## src/rtl/hpu_pkg.sv

```systemverilog
// hpu_pkg: shared types for the HPU load/store path.
// Holds the memory request/response structs exchanged with the memory
// router and the LSU enums: access size, fault cause and sequencer state.
package hpu_pkg;

  typedef logic [31:0] data_t;
  typedef logic [31:0] pc_t;
  typedef logic [3:0]  data_strobe_t;

  typedef struct packed {
    logic         wr_en;
    pc_t          waddr;
    data_t        wdata;
    data_strobe_t wstrb;
    logic         rl_lock;
  } mem_wr_req_t;

  typedef struct packed {
    logic wr_suc;
  } mem_wr_rsp_t;

  typedef struct packed {
    logic rd_en;
    pc_t  raddr;
    logic aq_lock;
  } mem_rd_req_t;

  typedef struct packed {
    logic  rd_suc;
    data_t rdata;
  } mem_rd_rsp_t;

  typedef enum logic [1:0] {
    LSU_BYTE = 2'd0,
    LSU_HALF = 2'd1,
    LSU_WORD = 2'd2
  } lsu_size_e;

  typedef enum logic [1:0] {
    LSU_EXC_LD_MISALIGN = 2'd0,
    LSU_EXC_ST_MISALIGN = 2'd1,
    LSU_EXC_LD_ACCESS   = 2'd2,
    LSU_EXC_ST_ACCESS   = 2'd3
  } lsu_exc_e;

  typedef enum logic [2:0] {
    LSU_S_IDLE,
    LSU_S_ISSUE,
    LSU_S_WAIT_SUC,
    LSU_S_WAIT_DATA,
    LSU_S_RESP
  } lsu_state_e;

  localparam int LSU_RETRY_MAX = 15;

  // Size code 3 is illegal and is reported as a misalignment.
  function automatic logic lsu_misaligned(input logic [1:0] size, input logic [1:0] off);
    return (size == 2'd3) ||
           ((size == LSU_HALF) && off[0]) ||
           ((size == LSU_WORD) && (off != 2'd0));
  endfunction

endpackage

```

## src/rtl/hpu_lsu_align.sv

```systemverilog
// hpu_lsu_align: combinational data alignment for the LSU.
// Ports:
//   size_i, off_i   access size code and byte offset addr[1:0]
//   sext_i          sign-extend load data
//   st_data_i       right-justified store data
//   ld_raw_i        raw 32-bit word returned by memory
//   wstrb_o         byte strobes for the store
//   wdata_o         store data replicated across all byte lanes
//   ld_data_o       load data shifted down, masked and extended
module hpu_lsu_align
  import hpu_pkg::*;
(
  input  logic [1:0]   size_i,
  input  logic [1:0]   off_i,
  input  logic         sext_i,
  input  data_t        st_data_i,
  input  data_t        ld_raw_i,
  output data_strobe_t wstrb_o,
  output data_t        wdata_o,
  output data_t        ld_data_o
);

  data_t ld_shift;

  // Replicating store data means memory can pick any lane by strobe alone.
  always_comb begin
    wstrb_o = 4'hF;
    wdata_o = st_data_i;
    case (size_i)
      LSU_BYTE: begin
        wstrb_o = 4'b0001 << off_i;
        wdata_o = {4{st_data_i[7:0]}};
      end
      LSU_HALF: begin
        wstrb_o = 4'b0011 << off_i;
        wdata_o = {2{st_data_i[15:0]}};
      end
      default: begin
        wstrb_o = 4'hF;
        wdata_o = st_data_i;
      end
    endcase
  end

  always_comb begin
    ld_shift  = ld_raw_i >> {off_i, 3'b000};
    ld_data_o = ld_shift;
    case (size_i)
      LSU_BYTE: ld_data_o = {{24{sext_i & ld_shift[7]}}, ld_shift[7:0]};
      LSU_HALF: ld_data_o = {{16{sext_i & ld_shift[15]}}, ld_shift[15:0]};
      default:  ld_data_o = ld_shift;
    endcase
  end

endmodule

```

## src/rtl/hpu_lsu_mem_ctrl.sv

```systemverilog
// hpu_lsu_mem_ctrl: single-outstanding load/store sequencer feeding the
// memory router. Accepts one op in IDLE, issues a read or write request,
// retries on suc=0 up to RETRY_MAX times, then returns a registered
// writeback, store-done or fault pulse.
// Ports:
//   op_*_i / op_rdy_o     op handshake: an op transfers on a cycle where
//                         op_vld_i and op_rdy_o are both high; op_rdy_o
//                         does not depend on op_vld_i.
//   flush_i               abandons loads in flight; stores always complete
//   lsu_mem__*_req_o      request, driven only in the ISSUE cycle
//   mem_lsu__*_rsp_i      success flag (cycle after ISSUE), read data (after that)
//   wb_*_o, st_done_o     completion pulses
//   exc_*_o               fault pulse, cause and faulting address
module hpu_lsu_mem_ctrl
  import hpu_pkg::*;
#(
  parameter int RETRY_MAX = LSU_RETRY_MAX,
  parameter int RETRY_W   = 4
) (
  input  logic        clk_i,
  input  logic        rst_i,
  input  logic        op_vld_i,
  output logic        op_rdy_o,
  input  logic        op_is_st_i,
  input  logic [1:0]  op_size_i,
  input  logic        op_sext_i,
  input  logic        op_lr_i,
  input  logic        op_sc_i,
  input  pc_t         op_addr_i,
  input  data_t       op_wdata_i,
  input  logic [4:0]  op_rd_i,
  input  logic        flush_i,
  output mem_wr_req_t lsu_mem__wr_req_o,
  input  mem_wr_rsp_t mem_lsu__wr_rsp_i,
  output mem_rd_req_t lsu_mem__rd_req_o,
  input  mem_rd_rsp_t mem_lsu__rd_rsp_i,
  output logic        wb_vld_o,
  output logic [4:0]  wb_rd_o,
  output data_t       wb_data_o,
  output logic        st_done_o,
  output logic        exc_vld_o,
  output logic [1:0]  exc_cause_o,
  output pc_t         exc_addr_o
);

  lsu_state_e         state_q, state_d;
  logic               alive_q, alive_d;
  logic               is_st_q, is_st_d;
  logic [1:0]         size_q, size_d;
  logic               sext_q, sext_d;
  logic               lr_q, lr_d;
  logic               sc_q, sc_d;
  pc_t                addr_q, addr_d;
  data_t              wdata_q, wdata_d;
  logic [4:0]         rd_q, rd_d;
  logic [RETRY_W-1:0] retry_q, retry_d;
  logic               wb_vld_q, wb_vld_d;
  logic [4:0]         wb_rd_q, wb_rd_d;
  data_t              wb_data_q, wb_data_d;
  logic               st_done_q, st_done_d;
  logic               exc_vld_q, exc_vld_d;
  logic [1:0]         exc_cause_q, exc_cause_d;
  pc_t                exc_addr_q, exc_addr_d;

  data_strobe_t al_wstrb;
  data_t        al_wdata;
  data_t        al_ld_data;
  logic         accept;
  logic         ld_flush;
  logic         suc;

  hpu_lsu_align u_align (
    .size_i    (size_q),
    .off_i     (addr_q[1:0]),
    .sext_i    (sext_q),
    .st_data_i (wdata_q),
    .ld_raw_i  (mem_lsu__rd_rsp_i.rdata),
    .wstrb_o   (al_wstrb),
    .wdata_o   (al_wdata),
    .ld_data_o (al_ld_data)
  );

  // alive_q keeps ready low until the first clock edge after reset release.
  assign op_rdy_o = alive_q && (state_q == LSU_S_IDLE) && !flush_i;
  assign accept   = op_rdy_o && op_vld_i;
  assign ld_flush = flush_i && !is_st_q;
  assign suc      = is_st_q ? mem_lsu__wr_rsp_i.wr_suc : mem_lsu__rd_rsp_i.rd_suc;

  // Requests are zero outside ISSUE so reset clears them asynchronously.
  always_comb begin
    lsu_mem__wr_req_o = '0;
    lsu_mem__rd_req_o = '0;
    if (state_q == LSU_S_ISSUE) begin
      if (is_st_q) begin
        lsu_mem__wr_req_o.wr_en   = 1'b1;
        lsu_mem__wr_req_o.waddr   = addr_q;
        lsu_mem__wr_req_o.wdata   = al_wdata;
        lsu_mem__wr_req_o.wstrb   = al_wstrb;
        lsu_mem__wr_req_o.rl_lock = sc_q;
      end else begin
        lsu_mem__rd_req_o.rd_en   = 1'b1;
        lsu_mem__rd_req_o.raddr   = addr_q;
        lsu_mem__rd_req_o.aq_lock = lr_q;
      end
    end
  end

  always_comb begin
    state_d     = state_q;
    alive_d     = 1'b1;
    is_st_d     = is_st_q;
    size_d      = size_q;
    sext_d      = sext_q;
    lr_d        = lr_q;
    sc_d        = sc_q;
    addr_d      = addr_q;
    wdata_d     = wdata_q;
    rd_d        = rd_q;
    retry_d     = retry_q;
    wb_vld_d    = 1'b0;
    wb_rd_d     = wb_rd_q;
    wb_data_d   = wb_data_q;
    st_done_d   = 1'b0;
    exc_vld_d   = 1'b0;
    exc_cause_d = exc_cause_q;
    exc_addr_d  = exc_addr_q;
    case (state_q)
      LSU_S_IDLE: begin
        if (accept) begin
          is_st_d = op_is_st_i;
          size_d  = op_size_i;
          sext_d  = op_sext_i;
          lr_d    = op_lr_i;
          sc_d    = op_sc_i;
          addr_d  = op_addr_i;
          wdata_d = op_wdata_i;
          rd_d    = op_rd_i;
          retry_d = '0;
          if (lsu_misaligned(op_size_i, op_addr_i[1:0])) begin
            exc_vld_d   = 1'b1;
            exc_cause_d = op_is_st_i ? LSU_EXC_ST_MISALIGN : LSU_EXC_LD_MISALIGN;
            exc_addr_d  = op_addr_i;
          end else begin
            state_d = LSU_S_ISSUE;
          end
        end
      end
      LSU_S_ISSUE: begin
        state_d = ld_flush ? LSU_S_IDLE : LSU_S_WAIT_SUC;
      end
      LSU_S_WAIT_SUC: begin
        if (ld_flush) begin
          state_d = LSU_S_IDLE;
        end else if (!suc) begin
          if (retry_q < RETRY_W'(RETRY_MAX)) begin
            retry_d = retry_q + 1'b1;
            state_d = LSU_S_ISSUE;
          end else begin
            exc_vld_d   = 1'b1;
            exc_cause_d = is_st_q ? LSU_EXC_ST_ACCESS : LSU_EXC_LD_ACCESS;
            exc_addr_d  = addr_q;
            state_d     = LSU_S_RESP;
          end
        end else if (is_st_q) begin
          st_done_d = 1'b1;
          state_d   = LSU_S_RESP;
        end else begin
          state_d = LSU_S_WAIT_DATA;
        end
      end
      LSU_S_WAIT_DATA: begin
        if (ld_flush) begin
          state_d = LSU_S_IDLE;
        end else begin
          wb_vld_d  = 1'b1;
          wb_rd_d   = rd_q;
          wb_data_d = al_ld_data;
          state_d   = LSU_S_RESP;
        end
      end
      LSU_S_RESP: state_d = LSU_S_IDLE;
      default:    state_d = LSU_S_IDLE;
    endcase
  end

  always_ff @(posedge clk_i or posedge rst_i) begin
    if (rst_i) begin
      state_q     <= LSU_S_IDLE;
      alive_q     <= 1'b0;
      is_st_q     <= 1'b0;
      size_q      <= '0;
      sext_q      <= 1'b0;
      lr_q        <= 1'b0;
      sc_q        <= 1'b0;
      addr_q      <= '0;
      wdata_q     <= '0;
      rd_q        <= '0;
      retry_q     <= '0;
      wb_vld_q    <= 1'b0;
      wb_rd_q     <= '0;
      wb_data_q   <= '0;
      st_done_q   <= 1'b0;
      exc_vld_q   <= 1'b0;
      exc_cause_q <= '0;
      exc_addr_q  <= '0;
    end else begin
      state_q     <= state_d;
      alive_q     <= alive_d;
      is_st_q     <= is_st_d;
      size_q      <= size_d;
      sext_q      <= sext_d;
      lr_q        <= lr_d;
      sc_q        <= sc_d;
      addr_q      <= addr_d;
      wdata_q     <= wdata_d;
      rd_q        <= rd_d;
      retry_q     <= retry_d;
      wb_vld_q    <= wb_vld_d;
      wb_rd_q     <= wb_rd_d;
      wb_data_q   <= wb_data_d;
      st_done_q   <= st_done_d;
      exc_vld_q   <= exc_vld_d;
      exc_cause_q <= exc_cause_d;
      exc_addr_q  <= exc_addr_d;
    end
  end

  assign wb_vld_o    = wb_vld_q;
  assign wb_rd_o     = wb_rd_q;
  assign wb_data_o   = wb_data_q;
  assign st_done_o   = st_done_q;
  assign exc_vld_o   = exc_vld_q;
  assign exc_cause_o = exc_cause_q;
  assign exc_addr_o  = exc_addr_q;

endmodule
```

## config.mk

```make
export PLATFORM = sky130hd
export DESIGN_NAME = hpu_lsu_mem_ctrl
export DESIGN_NICKNAME = d
export VERILOG_FILES = /design/src/rtl/hpu_pkg.sv /design/src/rtl/hpu_lsu_align.sv /design/src/rtl/hpu_lsu_mem_ctrl.sv
export SDC_FILE = /design/constraint.sdc
export NUM_CORES = 1
export LEC_CHECK = 0
export ABC_CLOCK_PERIOD_IN_PS = 4600
export BUFFER_PORTS_ARGS = -buffer_cell sky130_fd_sc_hd__buf_2
export CAP_MARGIN = 10
export CORE_AREA = 2 2 137 139
export DETAILED_ROUTE_END_ITERATION = 8
export DIE_AREA = 0 0 139 141
export PLACE_DENSITY = 0.84
export SYNTH_ARGS = -nofsm -noshare
export SYNTH_HDL_FRONTEND = slang
export SYNTH_SLANG_ARGS = --single-unit
```

## constraint.sdc

```tcl
create_clock -name clk_i -period 4.6 [get_ports clk_i]
set_input_delay 0.46 -clock clk_i [delete_from_list [all_inputs] [get_ports clk_i]]
set_output_delay 0.46 -clock clk_i [all_outputs]
set_load 0.02 [all_outputs]
```

==> summary.txt <==
setup TNS: 0 ns
top-count cell post-synth: nand2_1
xor and xnor fraction of the mapped netlist area: 0
via count: 7,190
P_sw: 1792 uW
first-pass GRT wire length: 36,940 um
register area share after synthesis: 0.4930
worst vdd ir: 0.2768 mV
largest family of logic cells by synthesized area: simple AND/OR/NAND/NOR gates
Syn-to-layout area delta: 28.00%
Max Clk Rate: 322.9 MHz
post_cts resized: 0
number of synthesized register bits: 157
fillers: 1,605
top_reg_cell synth: dfrtp_1
WL final: 23,610 um
Inserted Clock Buffers: 17
Post-Synth Simple-Gate Area: 0.2368
Int Power: 3152 uW
most area-hungry cell type in the Yosys netlist: dfrtp_1
routed wl met3: 1860 um
worst slew pin tran: 0.9663 ns
Worst Skew: 0.01091 ns
sequential share of power: 0.407
FF-to-FF path depth: 7
DRC violations left: 0
global route overflow: 0
M1 wire length: 9506 um
max_cap viols: 0
WP data arrival: 2.64 ns
RSZ-0062 raised after global routing: no
TritonCTS clock tree: done
Finished Layout Cells: 1,371
Synth Net Count: 976
Initial Util: 0.4362
top cells by area, synth: dfrtp_1 49%, nand2_1 12%, mux2_2 12%
leakage power: 0.005652 uW
Tmin final: 3.097 ns
post-CTS setup buffers: 0
initial DRC count: 375
critical path launch point type: register
FF/Latch Area: 3929 um^2
final setup fails: 0
combinational share of power: 0.303
Final ANT Viol Nets: 0
Multi-input gate area: 3775 um^2
share of synthesized registers carrying an async set or reset: 1.000
CP Capture Type: output port
Mapped Cells: 862
Root Buffer Master: clkbuf_16
Top Ports: 292
drt first pass iters: 4
Max-slew headroom: 0.3542
DR vias/cell: 5.244
count of cell types in the netlist: 42
top routing layer in use: met5
top post-synthesis cells by count: 264 x nand2_1, 157 x dfrtp_1, 84 x mux2_2
CP Max Fanout: 41
vias in the first global route: 7,108
final instance area: 10,200 um^2
Sw Share: 0.3624
cell chain of the critical path: buf_4 -> nand2_1 -> a21oi_1 -> buf_2
Final HPWL DP: 16,300 um
Worst Hold Class: input pin to async pin
Synth Cell Area: 7969 um^2
post-synthesis mux area share: 0.1630
largest net degree at the start of global routing: 158
clk_lat worst skew: 0.42 ns
die footprint: 19,600 um^2
Horiz. Die Dim: 139 um
H-tree depth: 4
port buffer count: 291
Final Net Count: 1,237
CP required: 4.14 ns
Final Cycle Share: 0.6732
cts hold-fix bufs: 0
Slew Viols, Final: 0
status: finished, final reports clean
Post-synth EDFFs: 0
Overall Global Routing Usage: 0.2373
share of cells above drive strength 1: 0.3794
die height: 141 um
slowest stage delay, CP: 0.67 ns
CTS max path bufs: 2
syn avg cell area: 9.245 um^2
initial antenna violation count: 2
WL/cell: 17.22 um
Core Area: 18,270 um^2
Slowest cell on crit path: nand2_1
Final Hold Violating Endpoints: 0
placed cell count: 1,337
Synth top area share: 0.4930
YS warnings: 0
Worst-path clk slew: 0.06 ns
post-synthesis compound-gate area fraction: 0.06830
Crit Path Class: register to output port
Pwr Density: 484.7 nW/um^2
Pwr Total: 4944 uW
row count: 50
Post-DP Area: 9582 um^2
met2 wire len: 11,730 um
TritonCTS Sinks: 157
Clk network pwr share: 0.290
Final Wtd Congestion: 0.8865
adder-cell share of the synthesized area: 0.001570
[per-stage QoR]
stage          utilization  worst slack [ns]  hold WS (ns)
3_3_place_gp        0.5245             1.903        0.4517
3_5_place_dp        0.5245             1.862        0.4672
5_1_grt             0.5582             1.277        0.2231
6_report            0.5584             1.503        0.2044
2_1_floorplan            -             2.153        0.4374
4_1_cts             0.5571             1.472        0.2107
[final timing paths]
check                               start                     to  slack [ns]
hold reg to reg                   rd_q[1]                rd_q[1]        0.47
setup / recovery                  is_st_q  lsu_mem__wr_req_o[13]        1.50
max in group asynchronous           rst_i             state_q[0]        3.59
min in group clk_i         op_wdata_i[18]            wdata_q[18]        0.24
hold / removal                      rst_i              addr_q[0]        0.20
setup reg to reg               state_q[1]                   lr_q        1.91
[cells in the final DEF, fill, tap and decap left out, types with 3 or more instances in the layout]
cell type  netlist  routed
a211oi_1         9       9
a21oi_1         46      46
and2_1          34      34
and3_1          42      42
buf_2           10     291
buf_4            0      10
clkbuf_16        0      17
clkinv_4         0       3
dfrtp_1        157     157
inv_1            6       5
inv_6            0       6
mux2_2          84      84
mux2i_1         33      33
nand2_1        264     264
nand2b_1         9       9
nand3_1          3       3
nor2_1          57      56
nor2b_1         10      10
o21ai_0         12      12
o22a_1           8       8
[state kept, by name (all words and copies together), names as in the netlist, 2 cells and up]
register and cells:
rd_q 5, exc_addr_o 32, exc_cause_o 2, wb_rd_o 5
state_q 3, wb_data_o 32, addr_q 32, retry_q 4
size_q 2, wdata_q 32
[final cells by class]
class	count	area share
Tap cell	234	0.02870
Antenna cell	1	0.0002453
Clock buffer	18	0.04306
Inverter	8	0.003312
Multi-Input combinational cell	636	0.3701
Clock inverter	14	0.01533
Timing Repair Buffer	303	0.1541
Sequential cell	157	0.3852
[kinds of logic after synthesis]
| group | count (synthesis) |
|---|---|
| and+or+nand+nor | 428 |
| AOI/OAI and AO/OA | 88 |
| muxes | 118 |
| other | 1 |
| DFF | 157 |
| buffers and inverters | 69 |
| adders and majority gates | 1 |
[per-layer routing]
layer	up-vias	track usage
met4	2	0.07921
met1	3459	0.2987
met3	39	0.06250
met5	-	0
li1	3387	-
met2	303	0.4001
[critical path: cells and delay by family, from the launching register on]
kind                   cells  cell delay [ns]
AOI/OAI and AO/OA          1             0.35
buffers and inverters      2             0.65
DFF                        1             0.53
and+or+nand+nor            1             0.67
[power by group through the flow]
stage                     registers (uW)  logic [uW]  clock network, uW
after CTS                           2010        1510               1460
final                               2010        1500               1430
after global routing                2070        1630               1520
after floorplan                     2200         774                  0
after detailed placement            2030        1500                  0
after global placement              2010        1470                  0
No activity file was read; power rests on OpenSTA's default activity.
